### src/rtl/phase_pkg.sv
// Shared types and constant helpers for the phase unwrapper.
package phase_pkg;

  typedef enum logic {
    EMPTY = 1'b0,
    TRACK = 1'b1
  } state_e;

  // One full turn in phase codes, where pi is the code for +pi.
  function automatic longint full_turn(input longint pi);
    return 2 * (pi + 1);
  endfunction

  function automatic longint sat_max(input int w);
    return (longint'(1) <<< (w - 1)) - 1;
  endfunction

  function automatic longint sat_min(input int w);
    return -(longint'(1) <<< (w - 1));
  endfunction

endpackage

### src/rtl/phase_unwrap_if.sv
// Sample/result bundle between the CORDIC phase stage, the unwrapper and the readout path.
interface phase_unwrap_if #(
  parameter int BIT_WIDTH_IN  = 27,
  parameter int BIT_WIDTH_OUT = 40,
  parameter int WRAP_W        = 16
) ();

  logic signed [BIT_WIDTH_IN-1:0]  phi_i;
  logic                            done_i;
  logic                            clear_i;
  logic signed [BIT_WIDTH_OUT-1:0] phi_o;
  logic                            valid_o;
  logic signed [WRAP_W-1:0]        wraps_o;
  logic                            sat_o;

  modport master (
    output phi_i, done_i, clear_i,
    input  phi_o, valid_o, wraps_o, sat_o
  );

  modport slave (
    input  phi_i, done_i, clear_i,
    output phi_o, valid_o, wraps_o, sat_o
  );

endinterface

### src/rtl/phase_unwrap.sv
// Phase unwrapper: removes 2*pi steps from the wrapped CORDIC phase and accumulates
// a continuous signed phase, with a saturating net wrap count and sticky rail flag.
//
// state | meaning
// EMPTY | no previous sample; next accepted sample seeds the accumulator
// TRACK | previous sample held; next sample is unwrapped against it
module phase_unwrap
  import phase_pkg::*;
#(
  parameter int BIT_WIDTH_IN  = 27,
  parameter int BIT_WIDTH_OUT = 40,
  parameter int PI            = 8388607,
  parameter int WRAP_W        = 16
) (
  input logic           clk_i,
  input logic           reset_i,
  phase_unwrap_if.slave bus
);

  localparam int DW = BIT_WIDTH_IN + 2;
  localparam int SW = ((BIT_WIDTH_OUT > BIT_WIDTH_IN) ? BIT_WIDTH_OUT : BIT_WIDTH_IN) + 2;

  localparam logic signed [DW-1:0]     PI_D    = DW'(PI);
  localparam logic signed [DW-1:0]     TURN_D  = DW'(full_turn(PI));
  localparam logic signed [SW-1:0]     ACC_MAX = SW'(sat_max(BIT_WIDTH_OUT));
  localparam logic signed [SW-1:0]     ACC_MIN = SW'(sat_min(BIT_WIDTH_OUT));
  localparam logic signed [WRAP_W-1:0] WR_MAX  = WRAP_W'(sat_max(WRAP_W));
  localparam logic signed [WRAP_W-1:0] WR_MIN  = WRAP_W'(sat_min(WRAP_W));

  state_e state_q, state_d;
  logic   done_q;
  logic   sample;

  logic signed [BIT_WIDTH_IN-1:0] prev_q;
  logic signed [DW-1:0]           d_raw, d_next;
  logic                           inc_next, dec_next;

  logic                 s1_valid_q, s1_seed_q, s1_inc_q, s1_dec_q;
  logic signed [DW-1:0] s1_d_q;

  logic signed [SW-1:0]            base, sum;
  logic signed [BIT_WIDTH_OUT-1:0] acc_q, acc_next;
  logic                            clamp;
  logic signed [WRAP_W-1:0]        wraps_q, wraps_next;
  logic                            sat_q, valid_q;

  assign sample = bus.done_i & ~done_q;

  always_ff @(posedge clk_i or negedge reset_i) begin
    if (!reset_i) state_q <= EMPTY;
    else          state_q <= state_d;
  end

  // Clear beats a coincident sample edge, so that sample never seeds TRACK.
  always_comb begin
    state_d = state_q;
    if (bus.clear_i)  state_d = EMPTY;
    else if (sample)  state_d = TRACK;
  end

  always_comb begin
    d_raw    = DW'(bus.phi_i) - DW'(prev_q);
    d_next   = d_raw;
    inc_next = 1'b0;
    dec_next = 1'b0;
    if (state_q == EMPTY) begin
      d_next = DW'(bus.phi_i);
    end else if (d_raw > PI_D) begin
      d_next   = d_raw - TURN_D;
      dec_next = 1'b1;
    end else if (d_raw < -PI_D) begin
      d_next   = d_raw + TURN_D;
      inc_next = 1'b1;
    end
  end

  always_ff @(posedge clk_i or negedge reset_i) begin
    if (!reset_i) begin
      done_q     <= 1'b0;
      prev_q     <= '0;
      s1_valid_q <= 1'b0;
      s1_seed_q  <= 1'b0;
      s1_inc_q   <= 1'b0;
      s1_dec_q   <= 1'b0;
      s1_d_q     <= '0;
    end else begin
      done_q <= bus.done_i;
      if (bus.clear_i) begin
        prev_q     <= '0;
        s1_valid_q <= 1'b0;
        s1_inc_q   <= 1'b0;
        s1_dec_q   <= 1'b0;
      end else begin
        s1_valid_q <= sample;
        if (sample) begin
          prev_q    <= bus.phi_i;
          s1_d_q    <= d_next;
          s1_seed_q <= (state_q == EMPTY);
          s1_inc_q  <= inc_next;
          s1_dec_q  <= dec_next;
        end
      end
    end
  end

  // A seed sample starts from zero rather than the held accumulator.
  always_comb begin
    base = SW'(acc_q);
    if (s1_seed_q) base = '0;
    sum      = base + SW'(s1_d_q);
    acc_next = BIT_WIDTH_OUT'(sum);
    clamp    = 1'b0;
    if (sum > ACC_MAX) begin
      acc_next = BIT_WIDTH_OUT'(ACC_MAX);
      clamp    = 1'b1;
    end else if (sum < ACC_MIN) begin
      acc_next = BIT_WIDTH_OUT'(ACC_MIN);
      clamp    = 1'b1;
    end
  end

  always_comb begin
    wraps_next = wraps_q;
    if (s1_inc_q && (wraps_q != WR_MAX))      wraps_next = wraps_q + WRAP_W'(1);
    else if (s1_dec_q && (wraps_q != WR_MIN)) wraps_next = wraps_q - WRAP_W'(1);
  end

  always_ff @(posedge clk_i or negedge reset_i) begin
    if (!reset_i) begin
      acc_q   <= '0;
      wraps_q <= '0;
      sat_q   <= 1'b0;
      valid_q <= 1'b0;
    end else if (bus.clear_i) begin
      acc_q   <= '0;
      wraps_q <= '0;
      sat_q   <= 1'b0;
      valid_q <= 1'b0;
    end else begin
      valid_q <= s1_valid_q;
      if (s1_valid_q) begin
        acc_q   <= acc_next;
        wraps_q <= wraps_next;
        if (clamp) sat_q <= 1'b1;
      end
    end
  end

  assign bus.phi_o   = acc_q;
  assign bus.wraps_o = wraps_q;
  assign bus.sat_o   = sat_q;
  assign bus.valid_o = valid_q;

endmodule

### src/flat_wrapper.sv
// flat-port wrapper written by rule: the top's interface ports become plain ports
module phase_unwrap_flat import phase_pkg::*;
#(
  parameter int BIT_WIDTH_IN  = 27,
  parameter int BIT_WIDTH_OUT = 40,
  parameter int PI            = 8388607,
  parameter int WRAP_W        = 16
)
  (clk_i, reset_i, bus_phi_i, bus_done_i, bus_clear_i, bus_phi_o, bus_valid_o, bus_wraps_o, bus_sat_o);
  phase_unwrap_if #(.BIT_WIDTH_IN(BIT_WIDTH_IN), .BIT_WIDTH_OUT(BIT_WIDTH_OUT), .WRAP_W(WRAP_W)) bus_i ();
  input logic clk_i;
  input logic reset_i;
  input wire logic [$bits(bus_i.phi_i)-1:0] bus_phi_i;
  input wire logic [$bits(bus_i.done_i)-1:0] bus_done_i;
  input wire logic [$bits(bus_i.clear_i)-1:0] bus_clear_i;
  output wire logic [$bits(bus_i.phi_o)-1:0] bus_phi_o;
  output wire logic [$bits(bus_i.valid_o)-1:0] bus_valid_o;
  output wire logic [$bits(bus_i.wraps_o)-1:0] bus_wraps_o;
  output wire logic [$bits(bus_i.sat_o)-1:0] bus_sat_o;
  assign bus_i.phi_i = bus_phi_i;
  assign bus_i.done_i = bus_done_i;
  assign bus_i.clear_i = bus_clear_i;
  assign bus_phi_o = bus_i.phi_o;
  assign bus_valid_o = bus_i.valid_o;
  assign bus_wraps_o = bus_i.wraps_o;
  assign bus_sat_o = bus_i.sat_o;
  phase_unwrap #(.BIT_WIDTH_IN(BIT_WIDTH_IN), .BIT_WIDTH_OUT(BIT_WIDTH_OUT), .PI(PI), .WRAP_W(WRAP_W)) u_core (.clk_i(clk_i), .reset_i(reset_i), .bus(bus_i));
endmodule
### config.mk
export PLATFORM = sky130hd
export DESIGN_NAME = phase_unwrap_flat
export DESIGN_NICKNAME = d
export VERILOG_FILES = /design/src/rtl/phase_pkg.sv /design/src/rtl/phase_unwrap_if.sv /design/src/rtl/phase_unwrap.sv /design/src/flat_wrapper.sv
export SDC_FILE = /design/constraint.sdc
export NUM_CORES = 1
export LEC_CHECK = 0
export ABC_CLOCK_PERIOD_IN_PS = 11750
export BUFFER_PORTS_ARGS = -buffer_cell sky130_fd_sc_hd__buf_2
export CAP_MARGIN = 5
export CORE_UTILIZATION = 65
export CTS_CLUSTER_SIZE = 12
export DETAILED_ROUTE_END_ITERATION = 10
export HOLD_SLACK_MARGIN = 0.06
export PLACE_DENSITY = 0.86
export SETUP_SLACK_MARGIN = 0.4
export SYNTH_ARGS = -nofsm -noshare
export SYNTH_HDL_FRONTEND = slang
export SYNTH_SLANG_ARGS = --single-unit
### constraint.sdc
create_clock -name clk_i -period 11.75 [get_ports clk_i]
set_input_delay 0.5875 -clock clk_i [delete_from_list [all_inputs] [get_ports clk_i]]
set_output_delay 0.5875 -clock clk_i [all_outputs]
set_load 0.01 [all_outputs]
* Word-level counts from Yosys, hierarchy flattened
Cells that the tools add are included.
** Operators by class
- Eq/ne operators :: 2
- Shift-type cells :: 0
- Div/mod/pow operators :: 0
- Mux-type cells :: 32
- Order comparisons :: 4
- Reductions and logical operators :: 9
- $mul :: 0
- Add/subtract/negate cells :: 6
- Bitwise operators :: 4
** Operators by type and width (count)
- $mux W40 :: 4
- $mux W29 :: 3
- $mux W16 :: 4
- $mux W27 :: 2
- $add A42 B29 Y42 :: 1
- $gt A42 B40 Y1 const B :: 1
- $lt A42 B40 Y1 const B :: 1
- $mux W42 :: 1
- $ne A16 B16 Y1 const B :: 2
- $add A29 B26 Y29 const B :: 1
- $gt A29 B24 Y1 const B :: 1
- $lt A29 B24 Y1 const B :: 1
- $sub A29 B26 Y29 const B :: 1
- $sub A27 B27 Y28 :: 1
- $mux W1 :: 18
- $add A16 B2 Y16 const B :: 1
- $sub A16 B2 Y16 const B :: 1
- $reduce_and A2 Y1 :: 3
- $reduce_bool A2 Y1 :: 3
- $not A1 Y1 :: 3
- $reduce_bool A3 Y1 :: 1
- $logic_and A1 B1 Y1 :: 2
- $and A1 B1 Y1 :: 1
** Storage, ports and cells
- Bits in latches :: 0
- Bits in writable memories :: 0
- Input bits :: 31
- Memory bits (read-only) :: 0
- Register bits :: 120
- Memories kept :: 0

* Logic depth before layout (Yosys ltp)
- Word-level depth :: 8
- Gate-level depth with buffers :: 18
- Depth with buffers taken out :: 16

* Worst setup path before layout
No wires, ideal clock.
- Path type :: reg-to-reg
- Start point :: register u_core.wraps_q[15] (netlist: u_core.bus.wraps_o[15])
- End point :: register u_core.wraps_q[14] (netlist: u_core.bus.wraps_o[14])
- Arrival :: 5.190 ns
- Cell stages (with the launch flop) :: 16
- Data required time :: 11.628 ns
- Setup slack :: 6.439 ns
- Path through :: dfrtp_1 > nand4b_1 > o41ai_1 > inv_1 > fa_1 > nor2b_1 > o21ai_0 > a21oi_1 > o21ai_0 > a21oi_1 > o21ai_0 > a21boi_0 > o311ai_0 > a311o_1 > a21o_1 > a32o_1
** On the way
- Word-level cells in the longest chain between the ends :: 5
** Ends and longest elaborated chain
- from (decl) :: line phase_unwrap.sv:44 : logic signed [WRAP_W-1:0] wraps_q, wraps_next;
- from (signal assigned) :: line phase_unwrap.sv:143 : wraps_q <= wraps_next;
- $ne A16 B16 Y1 :: line phase_unwrap.sv:124 : if (s1_inc_q && (wraps_q != WR_MAX)) wraps_next = wraps_q + WRAP_W'(1);
- $logic_and A1 B1 Y1 :: line phase_unwrap.sv:124
- $mux W16 :: line phase_unwrap.sv:124
- $mux W16 :: line phase_unwrap.sv:141 : if (s1_valid_q) begin
- $mux W16 :: line phase_unwrap.sv:134 : end else if (bus.clear_i) begin
Parallel ways exist; a longest one is shown, timed or not. The select of a mux whose other input is x is not followed.
A chain may end at the register's enable or synchronous reset.

* Worst setup path in the final report
- Start point :: register u_core.s1_seed_q
- End point :: register u_core.acc_q[38] (netlist: u_core.bus.phi_o[38])
** On the way
- Word-level cells in the longest chain between the ends :: 7
** Ends and longest elaborated chain
- from (decl) :: line phase_unwrap.sv:38 : logic s1_valid_q, s1_seed_q, s1_inc_q, s1_dec_q;
- from (signal assigned) :: line phase_unwrap.sv:98 : s1_seed_q <= (state_q == EMPTY);
- $mux W42 * :: line phase_unwrap.sv:109 : if (s1_seed_q) base = '0;
- $add A42 B29 Y42 * :: line phase_unwrap.sv:110 : sum = base + SW'(s1_d_q);
- $lt A42 B40 Y1 :: line phase_unwrap.sv:116 : end else if (sum < ACC_MIN) begin
- $mux W40 :: line phase_unwrap.sv:116
- $mux W40 * :: line phase_unwrap.sv:113 : if (sum > ACC_MAX) begin
- $mux W40 * :: line phase_unwrap.sv:141
- $mux W40 * :: line phase_unwrap.sv:134
- to (signal assigned) :: line phase_unwrap.sv:142 : acc_q <= acc_next;
- to (decl) :: line phase_unwrap.sv:42 : logic signed [BIT_WIDTH_OUT-1:0] acc_q, acc_next;
Every way passes the cells marked *; elsewhere a longest branch is shown, timed or not. The select of a mux whose other input is x is not followed.

==> reports/results.ini <==
[run_status]
status = finished, final reports clean

[timing]
tns_ns = 0
tightest_slew_ns = 1.01
max-slew-margin-rel = 0.330
slew_viol_final = 0
rsz0062_at_grt = false
clock_skew_ns = 0.00831
final.min_clock_period_ns = 4.69
setup_violations = 0
post-route-period-util = 0.399
final_hold_viol_count = 0
max_freq_mhz = 213

[synth]
synth_nets = 1297
postSynthCellCount = 1179
synthArstFlopShare = 1.00
ys_seq_area_frac = 0.302
yosysUniqueCellTypes = 76
ys_ff_latch = 120
yosys_most_used_dff = dfrtp_1
synth_area_um2 = 9960
ys_warn_count = 0
postSynthAreaPerCell_um2 = 8.44
synth_edf_count = 0

[cells_and_area]
syn_to_final_growth_pct = 11.4
final_util = 0.752
final_cells = 1435
drive_above_1_share = 0.117
design_area_um2 = 11100
nNetsFinal = 1354

[floorplan]
dieWidth_um = 126
die_h_um = 126
dieArea_um2 = 15800
initial_core_util = 0.675
placeableCoreArea_um2 = 14800
io_pins = 89
num_rows = 44

[global_routing]
grt_antenna_before_repair = 2
grt_max_degree = 69
grt_pass1_wl_um = 42600
grt_usage = 0.333
overflow = 0
first_global_vias = 8649

[critical_path]
cp.required_ns = 12.11
worstSetupPathType = reg -> reg
crit_fanout = 40
r2r_cells = 16
start_kind = register
end_kind = register
worstPathArrival_ns = 5.04

[clocking]
clkSinkCount = 120
clk_pin_slew_ns = 0.06
cts_buffers = 17
ctsRootBufferMaster = clkbuf_16
postCtsSetupRepairBufs = 0
postCtsHoldBufs = 0
cts_tree = done
ctsResizeCount = 0
ctsLongestPathBuffers = 2
htreeDepth = 4
clock_latency_ns = 0.43

[placed_design]
place_inst = 1401
portBuffers = 88
gp_congestion = 1.01
place_hpwl_um = 18100
place_area_um2 = 10500

[power_and_ir_drop]
p_per_area_nw_per_um2 = 147
leakage_nw = 5.33
finalPower_mw = 1.62
ir_drop_mv = 0.127

[routing]
avgRoutedWirePerCell_um = 18.1
vias = 9465
wirelength_um = 25900
viasPerCell = 6.60
ant_nets = 0
first_pass_iters = 5
drtIter0Drc = 1057
drc_errors = 0

[flow_run]
drv_cap = 0

[worst_hold_path]
hold_path_class = in -> async

area by class of cell:
| cell class | instances | area (µm²) |
|---|---|---|
| diodes | 2 | 5.00 |
| clock buffers | 19 | 433 |
| clock inverters | 13 | 179 |
| fillers | 1082 | 3660 |
| inverters | 75 | 282 |
| multi-input cells | 926 | 6450 |
| flip-flops and latches | 120 | 3000 |
| well taps | 184 | 230 |
| repair buffers | 96 | 503 |
kinds of logic (layout without fill, tap and decap cells):
group | after synthesis | in the layout | synth area share
multiplexers | 14 | 14 | 0.0142
XOR/XNOR | 58 | 58 | 0.0510
other | 0 | 2 | 0
flip-flops | 120 | 120 | 0.302
adder cells (fa/ha/maj) | 87 | 87 | 0.112
buffers and inverters | 133 | 203 | 0.0514
AND/OR/NAND/NOR | 345 | 345 | 0.174
AO/OA/AOI/OAI | 422 | 422 | 0.296
registers in the layout (all words and copies together) (netlist names), 16 cells and up:
signal and count:
u_core.bus.phi_o 40, u_core.s1_d_q 29, u_core.bus.wraps_o 16, u_core.prev_q 27
through the flow:
step / setup slack (ns) / hold slack, ns
2_1_floorplan: 6.44 / 0.292
3_3_place_gp: 6.89 / 0.476
3_5_place_dp: 6.75 / 0.482
4_1_cts: 7.13 / 0.227
5_1_grt: 6.75 / 0.269
6_report: 7.06 / 0.205
metal layers:
| layer | wire length, µm | track usage |
|---|---|---|
| met5 | 0 | 0 |
| met4 | 687 | 0.116 |
| met3 | 2090 | 0.0552 |
| met2 | 11600 | 0.527 |
| met1 | 11600 | 0.464 |
final timing paths:
kind	startpoint	end	slack, ns
max in group asynchronous	reset_i	u_core.prev_q[25]	10.22
worst max-delay path	u_core.s1_seed_q	u_core.bus.phi_o[38]	7.06
worst min register to register	u_core.s1_d_q[3]	u_core.s1_d_q[3]	0.49
worst max register to register	u_core.s1_seed_q	u_core.bus.phi_o[38]	7.06
worst min-delay path	reset_i	u_core.bus.phi_o[9]	0.21
min in group clk_i	bus_done_i	u_core.done_q	0.31
synthesized netlist by cell type, types with 7 or more instances:
library cell	number	area, µm²
and2_1	8	50.1
nand3_1	20	100
a22o_1	26	228
a211oi_1	9	67.6
inv_1	74	278
a31oi_1	12	75.1
xnor2_1	42	368
xor2_1	16	140
nor3_1	12	60.1
dfrtp_1	120	3000
ha_1	84	1050
nand2_1	112	420
mux2i_1	13	130
o31ai_1	8	60.1
a21oi_1	96	480
a21o_1	38	285
nor2b_1	54	338
o211ai_1	12	90.1
o2111ai_1	8	70.1
nor2_1	67	251
o21a_1	22	165
buf_1	7	26.3
clkbuf_1	48	180
a221o_1	40	400
o21bai_1	10	75.1
and3_1	13	81.3
o21ai_0	79	395
nand4_1	16	100
nor4_1	7	43.8
cells in the final DEF (no fill, tap or decap), drive strengths merged, types with 42 or more instances in the layout:
cell   instances
nor2b         54
ha            84
dfrtp        120
nand2        112
a21oi         97
buf           96
o21ai         83
inv           75
nor2          67
xnor2         42
report_power, final:
group          switching, mW  leakage, nW  internal, mW
Sequential            0.0485         1.59         0.462
Clock                  0.200        0.300         0.353
Combinational          0.333         3.44         0.228
critical path, stage by stage, from the launching register on:
cell and delay [ns]:
dfrtp_1 0.34, buf_4 0.41, nor2b_1 0.10, ha_1 0.21, inv_1 0.07, fa_1 0.21
nor2b_1 0.06, o21ai_0 0.25, a21boi_0 0.20, o21ai_0 0.25, a21oi_1 0.16, o2111ai_1 0.37
nand2_1 0.17, a31o_2 0.30, a41oi_1 0.38, a31o_2 0.83, a221o_1 0.29
Power figures use the tool's default switching activity.
